### config.mk
export PLATFORM = sky130hd
export DESIGN_NAME = match_serializer
export DESIGN_NICKNAME = d
export VERILOG_FILES = /design/src/rtl/detect_pkg.sv /design/src/rtl/lowest_set_encoder.sv /design/src/rtl/match_serializer.sv
export SDC_FILE = /design/constraint.sdc
export NUM_CORES = 1
export LEC_CHECK = 0
export CELL_PAD_IN_SITES_DETAIL_PLACEMENT = 0
export CELL_PAD_IN_SITES_GLOBAL_PLACEMENT = 1
export CORE_MARGIN = 2
export CORE_UTILIZATION = 42
export CTS_BUF_LIST = sky130_fd_sc_hd__clkbuf_8
export DETAILED_ROUTE_END_ITERATION = 10
export PLACE_DENSITY = 0.92
export REMOVE_ABC_BUFFERS = 1
export SLEW_MARGIN = 20
export SYNTH_ARGS = -nofsm -noshare
export SYNTH_HDL_FRONTEND = slang
export SYNTH_HIERARCHICAL = 1
export SYNTH_SLANG_ARGS = --single-unit
### constraint.sdc
create_clock -name clk -period 4.57 [get_ports clk]
set_input_delay 0.914 -clock clk [delete_from_list [all_inputs] [get_ports clk]]
set_output_delay 0.914 -clock clk [all_outputs]
set_load 0.01 [all_outputs]
### src/rtl/detect_pkg.sv
// Types and constants shared by the 4-lane character detector and its downstream serializer.
package detect_pkg;
   localparam int DETECT_LANES   = 4;
   localparam int DETECT_INDEX_W = 4;

   typedef struct packed {
      logic [DETECT_INDEX_W-1:0] index;
      logic                      match;
   } detect_t;

   typedef enum logic {
      ST_IDLE = 1'b0,
      ST_EMIT = 1'b1
   } ser_state_t;
endpackage

### src/rtl/lowest_set_encoder.sv
// Combinational priority encoder: locates the lowest set bit of a mask and reports what remains.
module lowest_set_encoder #(
   parameter int WIDTH = 4
) (
   input  logic [WIDTH-1:0]         mask,
   output logic [$clog2(WIDTH)-1:0] idx,
   output logic                     any,
   output logic [WIDTH-1:0]         one_hot_clear,
   output logic                     single
);
   always_comb begin
      idx           = '0;
      any           = |mask;
      one_hot_clear = mask & (mask - WIDTH'(1));
      single        = any && (one_hot_clear == '0);
      // Descending scan so the lowest set bit wins.
      for (int i = WIDTH - 1; i >= 0; i--) begin
         if (mask[i]) begin
            idx = i[$clog2(WIDTH)-1:0];
         end
      end
   end
endmodule

### src/rtl/match_serializer.sv
// Serializes the matching lanes of each detector word into one valid/ready beat per match, lowest lane first.
module match_serializer
   import detect_pkg::*;
#(
   parameter int LANES   = 4,
   parameter int INDEX_W = 4,
   parameter int COUNT_W = 16
) (
   input  logic                          clk,
   input  logic                          rst,
   input  logic                          in_valid,
   output logic                          in_ready,
   input  logic [LANES*(INDEX_W+1)-1:0]  in_chars,
   output logic                          out_valid,
   input  logic                          out_ready,
   output logic [$clog2(LANES)-1:0]      out_lane,
   output logic [INDEX_W-1:0]            out_index,
   output logic                          out_last,
   output logic [COUNT_W-1:0]            match_count
);
   localparam int LW     = INDEX_W + 1;
   localparam int LANE_W = $clog2(LANES);
   localparam int WORD_W = LANES * LW;

   ser_state_t          r_state;
   ser_state_t          w_state_nxt;
   logic [LANES-1:0]    r_rest;
   logic [WORD_W-1:0]   r_word;
   logic                r_out_valid;
   logic [LANE_W-1:0]   r_out_lane;
   logic [INDEX_W-1:0]  r_out_index;
   logic                r_out_last;
   logic [COUNT_W-1:0]  r_count;

   logic                w_accept;
   logic                w_hs;
   logic                w_load;
   logic [LANES-1:0]    w_in_mask;
   logic [LANES-1:0]    w_mask_nxt;
   logic [WORD_W-1:0]   w_word_nxt;
   logic [LANE_W-1:0]   w_idx;
   logic                w_any;
   logic [LANES-1:0]    w_clear;
   logic                w_single;
   logic [INDEX_W-1:0]  w_index_nxt;

   assign in_ready    = (r_state == ST_IDLE) || (w_hs && r_out_last);
   assign w_hs        = r_out_valid && out_ready;
   assign w_accept    = in_valid && in_ready;
   assign w_load      = w_accept || w_hs;
   assign w_word_nxt  = w_accept ? in_chars : r_word;
   // r_rest already excludes the lane on the output, so a handshake simply advances to it.
   assign w_mask_nxt  = w_accept ? w_in_mask : r_rest;

   always_comb begin
      w_in_mask = '0;
      for (int g = 0; g < LANES; g++) begin
         w_in_mask[g] = in_chars[g*LW];
      end
   end

   lowest_set_encoder #(
      .WIDTH (LANES)
   ) u_enc (
      .mask          (w_mask_nxt),
      .idx           (w_idx),
      .any           (w_any),
      .one_hot_clear (w_clear),
      .single        (w_single)
   );

   always_comb begin
      w_index_nxt = '0;
      for (int g = 0; g < LANES; g++) begin
         if (w_idx == LANE_W'(g)) begin
            w_index_nxt = w_word_nxt[g*LW+1 +: INDEX_W];
         end
      end
   end

   always_comb begin
      w_state_nxt = r_state;
      if (w_load) begin
         w_state_nxt = w_any ? ST_EMIT : ST_IDLE;
      end
   end

   always_ff @(posedge clk) begin
      if (rst) begin
         r_state <= ST_IDLE;
      end else begin
         r_state <= w_state_nxt;
      end
   end

   // Output fields are loaded only on accept or handshake, which keeps them frozen during stalls.
   always_ff @(posedge clk) begin
      if (rst) begin
         r_word      <= '0;
         r_rest      <= '0;
         r_out_valid <= 1'b0;
         r_out_lane  <= '0;
         r_out_index <= '0;
         r_out_last  <= 1'b0;
         r_count     <= '0;
      end else begin
         if (w_accept) begin
            r_word <= in_chars;
         end
         if (w_load) begin
            r_rest      <= w_clear;
            r_out_valid <= w_any;
            r_out_lane  <= w_idx;
            r_out_index <= w_index_nxt;
            r_out_last  <= w_single;
         end
         if (w_hs && (r_count != '1)) begin
            r_count <= r_count + COUNT_W'(1);
         end
      end
   end

   assign out_valid   = r_out_valid;
   assign out_lane    = r_out_lane;
   assign out_index   = r_out_index;
   assign out_last    = r_out_last;
   assign match_count = r_count;
endmodule

After elaboration in Yosys (flattened, before gate mapping)
Index checks and enable logic that the tools add are counted.
{"block": "totals", "wordCells": 38, "inputBits": 24, "ff_bits": 49, "output_inout_bits": 25}
{"block": "classes", "n_eq_ne": 4, "n_reduce_logical": 10, "addsub": 2, "bitwise_logic": 2, "mux": 11}
{"operator": "20-bit 2-to-1 mux", "n": 1}
{"operator": "4-bit 2-to-1 mux", "n": 5}
{"operator": "16-bit by 1-bit adder with 16-bit output (second input constant)", "n": 1}
{"operator": "16-bit != test (second input constant)", "n": 1}
{"operator": "2-bit 2-to-1 mux", "n": 4}
{"operator": "1-bit logical AND", "n": 5}
{"operator": "4-bit AND", "n": 1}
{"operator": "2-bit equality test (second input constant)", "n": 2}
{"operator": "4-bit logical NOT", "n": 1}
{"operator": "4-bit OR reduction", "n": 1}
{"operator": "4-bit by 1-bit subtractor with 4-bit output (second input constant)", "n": 1}
{"operator": "2-bit by 1-bit equality test with 1-bit output (second input constant)", "n": 1}
{"operator": "2-bit logical NOT", "n": 1}
{"operator": "1-bit logical OR", "n": 2}
{"operator": "1-bit 2-to-1 mux", "n": 1}
{"operator": "1-bit inverter", "n": 1}

Longest topological paths before layout
Gate-level depths: netlist of run 1.
{"block": "logic_depth", "depth_word": 14, "ltp_mapped": 13, "ltp_nobuf": 10}

Hierarchy
The synthesis of run 1 kept the hierarchy.
{"mod": "match_serializer", "seq_area_each_um2": 880.8, "n_inst": 1, "area_each_um2": 2219.6, "cells_each": 264}
{"mod": "lowest_set_encoder", "seq_area_each_um2": 0.0, "n_inst": 1, "area_each_um2": 101.3, "cells_each": 16}

Worst setup path before layout of run 1
Ideal clock, no wire load.
{"block": "synth_timing", "path_type": "input to register", "start": "input port out_ready", "end": "register r_out_index[1], in the netlist out_index[1]", "required_time_ns": 4.455, "slack_ns": 1.322, "path_stages": 10, "setup_ns": 0.115, "t_arrival_ns": 3.133, "path_buffers": 2, "path_cell_list": "a21boi_2 -> inv_1 -> nand2_2 -> mux2_2 -> nor3_1 -> clkbuf_1 -> clkbuf_1 -> inv_1 -> mux4_2 -> o21ba_2"}
{"block": "synth_via", "word_cells_on_any_way": 19, "cone_classes": "3 x eq/ne; 10 x mux; 6 x reduce/logical"}
{"item": "start, declared", "line": "match_serializer.sv:15", "source": "input logic out_ready,"}
{"item": "1-bit logical AND *", "line": "match_serializer.sv:48", "source": "assign w_hs = r_out_valid && out_ready;"}
{"item": "1-bit logical AND *", "line": "match_serializer.sv:47", "source": "assign in_ready = (r_state == ST_IDLE) || (w_hs && r_out_last);"}
{"item": "1-bit logical OR *", "line": "match_serializer.sv:47"}
{"item": "1-bit logical AND *", "line": "match_serializer.sv:49", "source": "assign w_accept = in_valid && in_ready;"}
{"item": "4-bit 2-to-1 mux *", "line": "match_serializer.sv:53", "source": "assign w_mask_nxt = w_accept ? w_in_mask : r_rest;"}
{"item": "via w_mask_nxt[0]", "line": "match_serializer.sv:39", "source": "logic [LANES-1:0] w_mask_nxt;"}
{"item": "2-bit 2-to-1 mux *", "line": "lowest_set_encoder.sv:18", "source": "if (mask[i]) begin"}
{"item": "via w_idx[1]", "line": "match_serializer.sv:41", "source": "logic [LANE_W-1:0] w_idx;"}
{"item": "2-bit logical NOT", "line": "match_serializer.sv:75", "source": "if (w_idx == LANE_W'(g)) begin"}
{"item": "4-bit 2-to-1 mux (3 in a row)", "line": "match_serializer.sv:75"}
{"item": "4-bit 2-to-1 mux *", "line": "match_serializer.sv:75"}
{"item": "end signal, assigned", "line": "match_serializer.sv:114", "source": "r_out_index <= w_index_nxt;"}
{"item": "end, declared", "line": "match_serializer.sv:31", "source": "logic [INDEX_W-1:0] r_out_index;"}
The timed path passes the listed nets; every way through them passes the cells marked *.
A chain may end at the register's enable or synchronous reset.

Worst setup path after layout of run 1
{"block": "layout_timing", "start": "input port out_ready", "end": "register r_out_index[0], in the netlist out_index[0]"}
Same word-level chain as after synthesis.

==> summary.txt, run 1 <==
SYNTHESIS
--------------------------------------------------------------------------------------
Most instantiated cells after synthesis                                   sky130_fd_sc_hd__dfxtp_1 (44), sky130_fd_sc_hd__nand2_1 (42), sky130_fd_sc_hd__a21oi_1 (32)
Proportion of synthesized flip-flops having asynchronous set or reset               0%
Cell count after synthesis                                                         280
Syn Area/Cell                                                                 8.29 µm²
Most common flop cell mapped by yosys                                     sky130_fd_sc_hd__dfxtp_1
Synthesis Warnings                                                                   6
Number of flops mapped to enable cells by yosys                                      0
Number of synthesized register bits                                                 44
Leading area contributor after synthesis                                  sky130_fd_sc_hd__dfxtp_1
Area contributors post-synth                                              sky130_fd_sc_hd__dfxtp_1 (38%), sky130_fd_sc_hd__a21oi_1 (6.9%), sky130_fd_sc_hd__nand2_1 (6.8%)
Cell with the most instances after synthesis                              sky130_fd_sc_hd__dfxtp_1
Part of the Yosys area used for sequential elements                              38.0%
Portion of synthesized cell area occupied by the leading cell type               38.0%
Distinct cells, synth                                                               50
Mapped cell area                                                              2320 µm²

TIMING
--------------------------------------------------------------------------------------
Final critical path time including I/O delays and setup                        3.65 ns
RSZ-0062 raised after global routing                                                no
Fmax                                                                           274 MHz
Measured slew at the worst slew-check pin                                      1.01 ns
Relative max-transition margin                                                   31.1%
Fin. Hold Viols                                                                      0
Setup TNS                                                                         0 ns
Clk_skew                                                                     0.0104 ns
Slew Viols, Final                                                                    0
Final cycle utilization of the critical path                                     80.0%
Finish-stage setup viols                                                             0

PWR
--------------------------------------------------------------------------------------
Total power consumption of the routed design                                  0.904 mW
Power share of the combinational group                                           20.7%
Switching power as a share of total power                                        27.2%
Net switching component of the power                                          0.246 mW
Max rail drop VDD                                                             0.219 mV
Internal portion of total power                                               0.658 mW
Areal power density over the cells                                          304 nW/µm²
Sequential cell fraction of total power                                          46.3%
Leak                                                                           1.04 nW
Clock Power Share                                                                33.0%

ROUTING
--------------------------------------------------------------------------------------
Antenna viol nets, final                                                             0
Via density per instance                                                          5.62
Number of remaining DRC errors                                                       0
Detailed-routing iteration count for the pre-antenna-repair pass                     4
Initial drt markers                                                                 75
Routed vias                                                                       2224
Detailed Route WL                                                              5520 µm
Detailed-route wire length per cell                                            13.9 µm

CRITICAL PATH
--------------------------------------------------------------------------------------
Number of cell instances on the worst register-to-register path                     10
Worst reg2reg startpoint                                                  r_state$_SDFFE_PP0P_
Family with the most delay on the worst path                              compound AO/OA/AOI/OAI gates
Critical-path cell with the highest stage delay                           sky130_fd_sc_hd__nor3_2
Arr. time, crit path                                                           3.85 ns
Req. time, crit path                                                           4.77 ns
Number of buffer and inverter stages on the critical path                            3
Cells traversed along the worst timing path                               clkdlybuf4s50_1 > a21boi_2 > inv_1 > nand2_2 > mux2_2 > nor3_2 > buf_4 > nand2b_1 > a211oi_1 > o311ai_0 > o21ba_2
Source of the critical timing path                                           out_ready
FF-to-FF setup slack                                                           1.51 ns
Crit-path max FO                                                                    10
Crit Path Class                                                           input pin to register
Number of cells on the critical path                                                11
Critical register-to-register path endpoint                               out_index[0]$_SDFFE_PP0P_
Kind of launch point of the worst setup path                                 input pin
Worst Setup End Kind                                                          register
Crit path capture                                                         out_index[0]$_SDFFE_PP0P_
Maximum single-stage delay on the critical path                                0.54 ns

DIE
--------------------------------------------------------------------------------------
Total I/O pin count                                                                 49
Core footprint                                                                5410 µm²
Horizontal die dimension                                                       78.3 µm
Core Rows                                                                           27
Starting density of the core                                                     42.9%
Overall die area                                                              6140 µm²
Die outline height                                                             78.3 µm

LAYOUT
--------------------------------------------------------------------------------------
Final cell count without fillers                                                   396
Number of diodes added for antenna fixing                                            0
Number of filler cells placed in the layout                                        516
Share of final-layout standard cells stronger than drive strength 1              11.1%
Final net count                                                                    348
Synthesis-to-layout area growth                                                  28.1%

CLOCK TREE
--------------------------------------------------------------------------------------
Clock Sink Count                                                                    44
Clock latency at the later pin of the worst-skew pair                          0.30 ns
Clock transition at the registers of the reported paths                        0.09 ns
Maximum buffer depth of the clock tree                                               2
Resize count post-CTS                                                                0
Count of H-tree levels built during CTS                                              2
CTS tree                                                                           yes
Number of buffers inserted by hold repair at cts                                     0
CTS Buf Count                                                                        5
Clock root buffer                                                         sky130_fd_sc_hd__clkbuf_8
Post CTS Setup Buffer Count                                                          0

PLACED DESIGN
--------------------------------------------------------------------------------------
Half-perimeter wire length after placement                                     4070 µm
Number of buffer cells added on primary ports                                       48
Weighted congestion reported at the end of routability-driven placement          0.882
Placed Cells                                                                       388

GLOBAL ROUTE
--------------------------------------------------------------------------------------
Vias in the first global route                                                    2049
Initial antenna violation count                                                      0
Largest net degree at the start of global routing                                   29
Sum of overflow across all layers after global routing                               0
Overall track demand over capacity in global routing                             18.6%
Global-route wire length before repair                                         9320 µm

MIN PATH
--------------------------------------------------------------------------------------
Hold Crit Class                                                           register to register

RUN
--------------------------------------------------------------------------------------
Number of maximum-capacitance violations                                             0

OUTCOME
--------------------------------------------------------------------------------------
Result of the run                                                         complete, no violations

## power by group through the flow
stage          sequential (mW)  combinational (mW)  clock (mW)
2_1_floorplan            0.427               0.102           0
3_3_place_gp             0.427               0.184           0
3_5_place_dp             0.427               0.187           0
4_1_cts                  0.418               0.188       0.303
5_1_grt                  0.421               0.207       0.320
6_report                 0.419               0.187       0.298
## per-stage QoR
stage          setup WS [ns]  cell area [µm²]  hold slack, ns  util (%)
4_1_cts                0.908             2970           0.457      55.0
2_1_floorplan          0.498             2250           0.422         -
5_1_grt                0.669             2970           0.486      55.0
6_report               0.916             2970           0.454      55.0
3_5_place_dp           0.596             2860           0.445      53.0
3_3_place_gp           0.714             2860           0.440      53.0
## metal layers
metal  part of all wire (%)  GRT usage (%)
met5                      0              0
met4                    1.5           5.61
met3                    4.8           4.48
met2                     47           30.2
met1                     46           24.6
## flip-flops by register name, summed over array words and instances (netlist names)
| name | cells |
|---|---|
| out_index | 4 |
| r_state | 1 |
| r_word | 16 |
| r_rest | 4 |
| out_lane | 2 |
| out_last | 1 |
| match_count | 16 |
## cell usage in the layout (no fill, tap or decap), types with 6 or more instances in the layout
| cell type | synthesis | routed |
|---|---|---|
| sky130_fd_sc_hd__a21oi_1 | 32 | 32 |
| sky130_fd_sc_hd__clkdlybuf4s50_1 | 0 | 48 |
| sky130_fd_sc_hd__dfxtp_1 | 44 | 44 |
| sky130_fd_sc_hd__inv_1 | 11 | 11 |
| sky130_fd_sc_hd__mux2_2 | 11 | 11 |
| sky130_fd_sc_hd__mux2i_1 | 6 | 6 |
| sky130_fd_sc_hd__nand2_1 | 42 | 42 |
| sky130_fd_sc_hd__nand2b_1 | 8 | 8 |
| sky130_fd_sc_hd__nand3_1 | 18 | 18 |
| sky130_fd_sc_hd__nand4_1 | 6 | 6 |
| sky130_fd_sc_hd__nor2_1 | 12 | 12 |
| sky130_fd_sc_hd__nor2b_1 | 8 | 8 |
## kinds of logic after synthesis
| group | count (synthesis) | share of synthesized area [%] |
|---|---|---|
| simple gates | 115 | 25.2 |
| flops | 44 | 38.0 |
| buf+inv | 28 | 4.85 |
| other cells | 1 | 0.162 |
| compound gates | 70 | 20.1 |
| xor+xnor | 1 | 0.377 |
| fa+ha+maj | 1 | 0.539 |
| mux | 20 | 10.8 |
## layout make-up
cell class                      count  area, µm²  area share (%)
Clock inverter                      3       42.5            1.43
Tap cell                           72       90.1            3.03
Multi-Input combinational cell    208       1330            44.8
Clock buffer                        5       68.8            2.31
Timing Repair Buffer               53        518            17.4
Sequential cell                    44        881            29.6
Inverter                           11       41.3            1.39
## worst min-delay path by stage
stage,from,endpoint,cells after the start
floorplan,r_rest[0]$_SDFFE_PP0P_,r_rest[0]$_SDFFE_PP0P_,2
global placement,r_word[1]$_SDFF_PP0_,r_word[1]$_SDFF_PP0_,2
detailed placement,r_rest[1]$_SDFFE_PP0P_,r_rest[1]$_SDFFE_PP0P_,2
CTS,r_rest[1]$_SDFFE_PP0P_,r_rest[1]$_SDFFE_PP0P_,2
global route,r_rest[2]$_SDFFE_PP0P_,r_rest[2]$_SDFFE_PP0P_,2
finish,r_rest[1]$_SDFFE_PP0P_,r_rest[1]$_SDFFE_PP0P_,2
## tightest hold or removal path: cells and delay by family (launching register included)
| kind | cells | cell delay (ns) |
|---|---|---|
| AOI/OAI and AO/OA | 1 | 0.05 |
| DFF | 1 | 0.32 |
| and+or+nand+nor | 1 | 0.05 |
Note: power is estimated with default switching activity, not from simulation.
==> run 2: changes to the inputs <==
Settings changed: CORE_UTILIZATION 42 to 39, PLACE_DENSITY 0.92 to 0.86.
Clock period 4.57 ns to 3.5 ns, I/O delays scaled along.
==> run 2 against run 1 <==
- clock power grew 14%
- worst setup slack lost 0.56 ns
- critical path depth is the same
- cell count grew 2.5%
- sequential power grew 30%
- die area grew 7.3%
- via count shrank 0.31%
- non-clock buffer count grew 8
- largest cell class unchanged
- highest routed layer unchanged
==> summary.txt, run 2 (synthesized netlist as in run 1, its figures left out) <==
GLOBAL ROUTE
--------------------------------------------------------------------------------------
Global-route wire length before repair                                         9440 µm   was 9320 µm
Initial antenna violation count                                                      0   unchanged
Overall track demand over capacity in global routing                             18.3%   was 18.6%
Largest net degree at the start of global routing                                   23   was 29
Sum of overflow across all layers after global routing                               0   unchanged
Vias in the first global route                                                    2027   was 2049

CRITICAL PATH
--------------------------------------------------------------------------------------
Worst reg2reg startpoint                                                  r_state$_SDFFE_PP0P_   unchanged
Crit Path Class                                                           input pin to register   unchanged
Critical register-to-register path endpoint                               out_index[3]$_SDFFE_PP0P_   was out_index[0]$_SDFFE_PP0P_
Arr. time, crit path                                                           3.36 ns   was 3.85 ns
Number of buffer and inverter stages on the critical path                            4   was 3
Kind of launch point of the worst setup path                                 input pin   unchanged
Crit-path max FO                                                                     5   was 10
Crit path top cell by count                                               sky130_fd_sc_hd__inv_1
Critical-path cell with the highest stage delay                           sky130_fd_sc_hd__mux4_2   was sky130_fd_sc_hd__nor3_2
Worst Setup End Kind                                                          register   unchanged
Cells traversed along the worst timing path                               clkdlybuf4s50_1 > a21boi_2 > inv_1 > nand2_2 > mux2_2 > buf_4 > nand2b_1 > a21oi_1 > inv_1 > mux4_2 > a211oi_1   was clkdlybuf4s50_1 > a21boi_2 > inv_1 > nand2_2 > mux2_2 > nor3_2 > buf_4 > nand2b_1 > a211oi_1 > o311ai_0 > o21ba_2
Family with the most delay on the worst path                              buffers and inverters   was compound AO/OA/AOI/OAI gates
Source of the critical timing path                                           out_ready   unchanged
Maximum single-stage delay on the critical path                                0.46 ns   was 0.54 ns
FF-to-FF setup slack                                                           0.72 ns   was 1.51 ns
Number of cell instances on the worst register-to-register path                     11   was 10
Req. time, crit path                                                           3.71 ns   was 4.77 ns

MIN PATH
--------------------------------------------------------------------------------------
Hold Crit Class                                                           register to register   unchanged
Hold path depth                                                                      2   unchanged
Worst Min Path Start                                                      out_lane[1]$_SDFFE_PP0P_   was r_rest[1]$_SDFFE_PP0P_
Worst hold path endpoint                                                  out_lane[1]$_SDFFE_PP0P_   was r_rest[1]$_SDFFE_PP0P_

DIE
--------------------------------------------------------------------------------------
Starting density of the core                                                     39.7%   was 42.9%
Overall die area                                                              6580 µm²   was 6140 µm²
Die outline height                                                             81.1 µm   was 78.3 µm
Core Rows                                                                           28   was 27
Total I/O pin count                                                                 49   unchanged
Core footprint                                                                5850 µm²   was 5410 µm²
Horizontal die dimension                                                       81.1 µm   was 78.3 µm

CLOCK TREE
--------------------------------------------------------------------------------------
Post CTS Setup Buffer Count                                                          0   unchanged
Clock transition at the registers of the reported paths                        0.08 ns   was 0.09 ns
Maximum buffer depth of the clock tree                                               2   unchanged
Clock Sink Count                                                                    44   unchanged
Number of buffers inserted by hold repair at cts                                     0   unchanged
CTS tree                                                                           yes   unchanged
Clock latency at the later pin of the worst-skew pair                          0.29 ns   was 0.30 ns
Resize count post-CTS                                                                0   unchanged
CTS Buf Count                                                                        5   unchanged
Count of H-tree levels built during CTS                                              2   unchanged
Clock root buffer                                                         sky130_fd_sc_hd__clkbuf_8   unchanged

PLACED DESIGN
--------------------------------------------------------------------------------------
Post-placement setup slack                                                   -0.197 ns   was 0.596 ns
Half-perimeter wire length after placement                                     4210 µm   was 4070 µm
Placed Cells                                                                       399   was 388
Number of buffer cells added on primary ports                                       48   unchanged
Weighted congestion reported at the end of routability-driven placement          0.809   was 0.882

ROUTING
--------------------------------------------------------------------------------------
Initial drt markers                                                                 86   was 75
Routed vias                                                                       2217   was 2224
Via density per instance                                                          5.46   was 5.62
Number of remaining DRC errors                                                       0   unchanged
Detailed-routing iteration count for the pre-antenna-repair pass                     4   unchanged
Antenna viol nets, final                                                             0   unchanged
Detailed Route WL                                                              5710 µm   was 5520 µm
Detailed-route wire length per cell                                            14.1 µm   was 13.9 µm

TIMING
--------------------------------------------------------------------------------------
Worst setup slack after layout                                                0.352 ns   was 0.916 ns
Fin. Hold Viols                                                                      0   unchanged
Final critical path time including I/O delays and setup                        3.15 ns
Clk_skew                                                                    0.00346 ns   was 0.0104 ns
Slew Viols, Final                                                                    0   unchanged
Finish-stage setup viols                                                             0   unchanged
Relative max-transition margin                                                   55.5%   was 31.1%
Measured slew at the worst slew-check pin                                     0.665 ns   was 1.01 ns
RSZ-0062 raised after global routing                                                no   unchanged
Final hold slack                                                              0.457 ns   was 0.454 ns
Fmax                                                                           318 MHz
Final cycle utilization of the critical path                                     89.9%

LAYOUT
--------------------------------------------------------------------------------------
Number of diodes added for antenna fixing                                            0   unchanged
Synthesis-to-layout area growth                                                  30.5%   was 28.1%
Final net count                                                                    356   was 348
Commonest non-fill, non-tap cell in the layout                            sky130_fd_sc_hd__clkdlybuf4s50_1   unchanged
Final cell count without fillers                                                   406   was 396
Multi-input gate area in the final layout                                     1340 µm²   was 1330 µm²
Number of filler cells placed in the layout                                        575   was 516
Most frequent cells in the layout                                         sky130_fd_sc_hd__clkdlybuf4s50_1 (48), sky130_fd_sc_hd__dfxtp_1 (44), sky130_fd_sc_hd__nand2_1 (42), sky130_fd_sc_hd__a21oi_1 (32), sky130_fd_sc_hd__nand3_1 (18)   unchanged
Reg area                                                                       881 µm²   unchanged
Share of final-layout standard cells stronger than drive strength 1              13.0%   was 11.1%

PWR
--------------------------------------------------------------------------------------
Leak                                                                           1.08 nW   was 1.04 nW
Areal power density over the cells                                          378 nW/µm²   was 304 nW/µm²
Max rail drop VDD                                                             0.262 mV   was 0.219 mV

OUTCOME
--------------------------------------------------------------------------------------
Result of the run                                                         complete, no violations   unchanged

RUN
--------------------------------------------------------------------------------------
Number of maximum-capacitance violations                                             0   unchanged

==> run 2: where the power goes <==
group / switching (mW) / total [mW] / internal (mW)
clock network: 0.164 / 0.339 / 0.176
logic: 0.131 / 0.261 / 0.131
registers: 0.0163 / 0.544 / 0.527
==> run 2: worst max-delay path by stage <==
stage                                endpoint  slack [ns]  cells after the start
floorplan           out_index[3]$_SDFFE_PP0P_       -0.36                      8
global placement    out_index[1]$_SDFFE_PP0P_        -0.1                     10
detailed placement  out_index[3]$_SDFFE_PP0P_       -0.20                      9
CTS                 out_index[3]$_SDFFE_PP0P_        0.11                      9
global route        out_index[3]$_SDFFE_PP0P_        0.16                      9
finish              out_index[3]$_SDFFE_PP0P_        0.35                     11
==> run 2: worst register-to-register path, delay by kind of cell, from the launching register on <==
kind                   cells  cell delay [ns]
AOI/OAI and AO/OA          3             0.73
muxes                      2             0.82
and+or+nand+nor            2             0.25
DFF                        1             0.32
buffers and inverters      4             0.58
==> run 2: routing by layer <==
layer  GRT usage [%]  routed length (µm)  vias up  share of wire, %
met5               0                   0        -                 0
met4            4.07                  49        0              0.86
met3            4.00                 337        6               5.9
met2            31.4                2640       67                46
met1            23.5                2680     1028                47
li1                -                   -     1116                 -
==> run 2: stage by stage <==
stage | TNS, ns | area [µm²] | utilization (%) | total power [mW]
3_3_place_gp | -0.232 | 2930 | 50.0 | 0.810
5_1_grt | 0 | 3030 | 51.8 | 1.21
4_1_cts | 0 | 3020 | 51.7 | 1.15
3_5_place_dp | -0.609 | 2930 | 50.0 | 0.814
6_report | 0 | 3030 | 51.8 | 1.14
2_1_floorplan | -1.25 | 2250 | - | 0.691
==> run 2: area by class of cell <==
cell class | instances | share of cell area (%)
clock buffers | 7 | 3.18
multi-input cells | 208 | 44.2
well taps | 75 | 3.10
flip-flops and latches | 44 | 29.1
inverters | 11 | 1.36
repair buffers | 61 | 19.1
==> run 3: changes to the inputs <==
Settings changed: PLACE_DENSITY 0.86 to default, PLACE_DENSITY_LB_ADDON from default to 0.1.
==> run 3 against run 2 <==
- combinational power barely moved
- critical path depth fell by 2
- non-clock buffer count is 1 higher
- cell count up 0.49%
- fmax barely moved
- routed wire length increased by 5.4%
- via count fell by 0.23%
- global-route usage up 0.95 points
- worst hold slack hardly changed
- core utilization is 0.15 points higher
- sequential share of layout area decreased by 0.084 points
- first-iteration DRC count shrank 45%
==> summary.txt, run 3 (synthesized netlist as in run 1, its figures left out) <==
OUTCOME
--------------------------------------------------------------------------------------
Result of the run                                                         complete, no violations   unchanged

CLOCK TREE
--------------------------------------------------------------------------------------
CTS tree                                                                           yes   unchanged
CTS Buf Count                                                                        5   unchanged
Count of H-tree levels built during CTS                                              2   unchanged
Clock Sink Count                                                                    44   unchanged
Clock latency at the later pin of the worst-skew pair                          0.30 ns   was 0.29 ns
Clock root buffer                                                         sky130_fd_sc_hd__clkbuf_8   unchanged
Number of buffers inserted by hold repair at cts                                     0   unchanged
Clock transition at the registers of the reported paths                        0.08 ns   about the same
Maximum buffer depth of the clock tree                                               2   unchanged
Post CTS Setup Buffer Count                                                          0   unchanged

CRITICAL PATH
--------------------------------------------------------------------------------------
Family with the most delay on the worst path                              multiplexers   was buffers and inverters
Worst Setup End Kind                                                          register   unchanged
Worst reg2reg startpoint                                                  r_state$_SDFFE_PP0P_   unchanged
FF-to-FF setup slack                                                           0.66 ns   was 0.72 ns
Crit-path max FO                                                                    16   was 5
Crit path capture                                                         out_index[3]$_SDFFE_PP0P_   unchanged
Kind of launch point of the worst setup path                                 input pin   unchanged
Number of buffer and inverter stages on the critical path                            2   was 4
Number of cell instances on the worst register-to-register path                      8   was 11
Maximum single-stage delay on the critical path                                0.59 ns   was 0.46 ns
Critical register-to-register path endpoint                               out_index[3]$_SDFFE_PP0P_   unchanged
Arr. time, crit path                                                           3.37 ns   was 3.36 ns
Number of cells on the critical path                                                 9   was 11
Crit Path Class                                                           input pin to register   unchanged
Critical-path cell with the highest stage delay                           sky130_fd_sc_hd__nor3_4   was sky130_fd_sc_hd__mux4_2
Cells traversed along the worst timing path                               clkdlybuf4s50_1 > a21boi_2 > inv_1 > nand2_2 > mux2_2 > nor3_4 > mux2i_1 > mux4_2 > a211oi_1   was clkdlybuf4s50_1 > a21boi_2 > inv_1 > nand2_2 > mux2_2 > buf_4 > nand2b_1 > a21oi_1 > inv_1 > mux4_2 > a211oi_1
Req. time, crit path                                                           3.72 ns   was 3.71 ns
Source of the critical timing path                                           out_ready   unchanged

LAYOUT
--------------------------------------------------------------------------------------
Final net count                                                                    357   was 356
Number of diodes added for antenna fixing                                            0   unchanged
Commonest non-fill, non-tap cell in the layout                            sky130_fd_sc_hd__clkdlybuf4s50_1   unchanged
Share of final-layout standard cells stronger than drive strength 1              13.5%   was 13.0%
Final cell count without fillers                                                   408   was 406
Most frequent cells in the layout                                         sky130_fd_sc_hd__clkdlybuf4s50_1 (48), sky130_fd_sc_hd__dfxtp_1 (44), sky130_fd_sc_hd__nand2_1 (42), sky130_fd_sc_hd__a21oi_1 (32), sky130_fd_sc_hd__nand3_1 (18)   unchanged
Synthesis-to-layout area growth                                                  30.9%   was 30.5%
Number of filler cells placed in the layout                                        571   was 575
Final core occ                                                                   51.9%   was 51.8%
Total non-filler cell area in the finished layout                             3040 µm²   was 3030 µm²

TIMING
--------------------------------------------------------------------------------------
RSZ-0062 raised after global routing                                                no   unchanged
Measured slew at the worst slew-check pin                                     0.659 ns   was 0.665 ns
Slew Viols, Final                                                                    0   unchanged
Worst setup slack after layout                                                0.352 ns   about the same
Final critical path time including I/O delays and setup                        3.15 ns   about the same
Finish-stage setup viols                                                             0   unchanged
Fin. Hold Viols                                                                      0   unchanged
Final cycle utilization of the critical path                                     90.0%   was 89.9%
Relative max-transition margin                                                   55.9%   was 55.5%
Clk_skew                                                                     0.0113 ns   was 0.00346 ns
Fmax                                                                           318 MHz   about the same

PLACED DESIGN
--------------------------------------------------------------------------------------
Number of buffer cells added on primary ports                                       48   unchanged
Weighted congestion reported at the end of routability-driven placement          0.815   was 0.809
Placed Cells                                                                       400   was 399
Post-placement setup slack                                                   -0.251 ns   was -0.197 ns
Standard cell area after detailed placement                                   2930 µm²   about the same
Half-perimeter wire length after placement                                     4270 µm   was 4210 µm

ROUTING
--------------------------------------------------------------------------------------
Antenna viol nets, final                                                             0   unchanged
Number of remaining DRC errors                                                       0   unchanged
Routed vias                                                                       2212   was 2217
Detailed-routing iteration count for the pre-antenna-repair pass                     4   unchanged
Initial drt markers                                                                 47   was 86
Via density per instance                                                          5.42   was 5.46
Detailed-route wire length per cell                                            14.7 µm   was 14.1 µm
Detailed Route WL                                                              6020 µm   was 5710 µm

DIE
--------------------------------------------------------------------------------------
Core footprint                                                                5850 µm²   unchanged
Total I/O pin count                                                                 49   unchanged
Die outline height                                                             81.1 µm   unchanged
Horizontal die dimension                                                       81.1 µm   unchanged
Overall die area                                                              6580 µm²   unchanged
Starting density of the core                                                     39.7%   unchanged
Core Rows                                                                           28   unchanged

GLOBAL ROUTE
--------------------------------------------------------------------------------------
Vias in the first global route                                                    2033   was 2027
Initial antenna violation count                                                      0   unchanged
Sum of overflow across all layers after global routing                               0   unchanged
Largest net degree at the start of global routing                                   27   was 23
Overall track demand over capacity in global routing                             19.2%   was 18.3%
Global-route wire length before repair                                         9830 µm   was 9440 µm

PWR
--------------------------------------------------------------------------------------
Areal power density over the cells                                          379 nW/µm²   was 378 nW/µm²
Sequential cell fraction of total power                                          47.3%   was 47.5%
Net switching component of the power                                          0.332 mW   was 0.311 mW
Internal portion of total power                                               0.821 mW   was 0.834 mW
Switching power as a share of total power                                        28.8%   was 27.1%
Clock Power Share                                                                29.7%   about the same
Leak                                                                           1.08 nW   about the same
Max rail drop VDD                                                             0.191 mV   was 0.262 mV
Power share of the combinational group                                           22.9%   was 22.8%

RUN
--------------------------------------------------------------------------------------
Number of maximum-capacitance violations                                             0   unchanged

MIN PATH
--------------------------------------------------------------------------------------
Hold Crit Class                                                           register to register   unchanged

-- run 3: changes by cell type in the layout (fill, tap and decap cells not counted) --
cell,before,now
sky130_fd_sc_hd__clkinvlp_4,0,2
sky130_fd_sc_hd__buf_4,13,14
sky130_fd_sc_hd__clkbuf_8,7,6
-- run 3: layout make-up --
| class | instances | area [µm²] | area share (%) |
|---|---|---|---|
| multi-input combinational | 208 | 1340 | 44.1 |
| timing repair buffer | 62 | 586 | 19.3 |
| clock inverter | 2 | 15.0 | 0.494 |
| sequential | 44 | 881 | 29.0 |
| inverter | 11 | 41.3 | 1.36 |
| tap | 75 | 93.8 | 3.09 |
| clock buffer | 6 | 82.6 | 2.72 |
-- run 3: worst min path at each step --
stage          cells past startpoint                     start                       end  slack [ns]
2_1_floorplan                      2    r_rest[0]$_SDFFE_PP0P_    r_rest[0]$_SDFFE_PP0P_        0.42
3_3_place_gp                       2  out_lane[1]$_SDFFE_PP0P_  out_lane[1]$_SDFFE_PP0P_        0.44
3_5_place_dp                       2    r_rest[1]$_SDFFE_PP0P_    r_rest[1]$_SDFFE_PP0P_        0.45
4_1_cts                            2    r_rest[1]$_SDFFE_PP0P_    r_rest[1]$_SDFFE_PP0P_        0.46
5_1_grt                            2    r_rest[2]$_SDFFE_PP0P_    r_rest[2]$_SDFFE_PP0P_        0.47
6_report                           2  out_lane[1]$_SDFFE_PP0P_  out_lane[1]$_SDFFE_PP0P_        0.46
-- run 3: stage by stage --
step           power, mW  hold WS, ns  setup TNS [ns]
2_1_floorplan      0.691        0.422           -1.25
3_3_place_gp       0.817        0.439          -0.395
3_5_place_dp       0.820        0.445          -0.786
4_1_cts             1.16        0.459               0
5_1_grt             1.21        0.470               0
6_report            1.15        0.457               0
-- run 3: power groups by stage --
stage,Clock (mW),Sequential [mW],Combinational [mW]
floorplan,0,0.558,0.133
global placement,0,0.558,0.260
detailed placement,0,0.557,0.263
CTS,0.353,0.546,0.264
global route,0.370,0.549,0.293
finish,0.342,0.545,0.264
-- run 3: worst min-delay path: cells and delay by family (launching register included) --
kind,cells,cell delay [ns]
AND/OR/NAND/NOR,1,0.05
flip-flops,1,0.32
AO/OA/AOI/OAI,1,0.05
-- run 3: repair_timing --
item                       CTS  global route
resized for setup            0             1
hold endpoints to repair     0             0
setup endpoints to repair    0             4
-- run 3: layer usage --
layer | vias to the layer above | routed length, µm | part of all wire, % | GRT usage (%)
met5 | - | 0 | 0 | 0
met4 | 0 | 65 | 1.1 | 5.42
met3 | 6 | 244 | 4.1 | 4.11
met2 | 53 | 2890 | 48 | 31.8
met1 | 1035 | 2820 | 47 | 25.3
li1 | 1118 | - | - | -
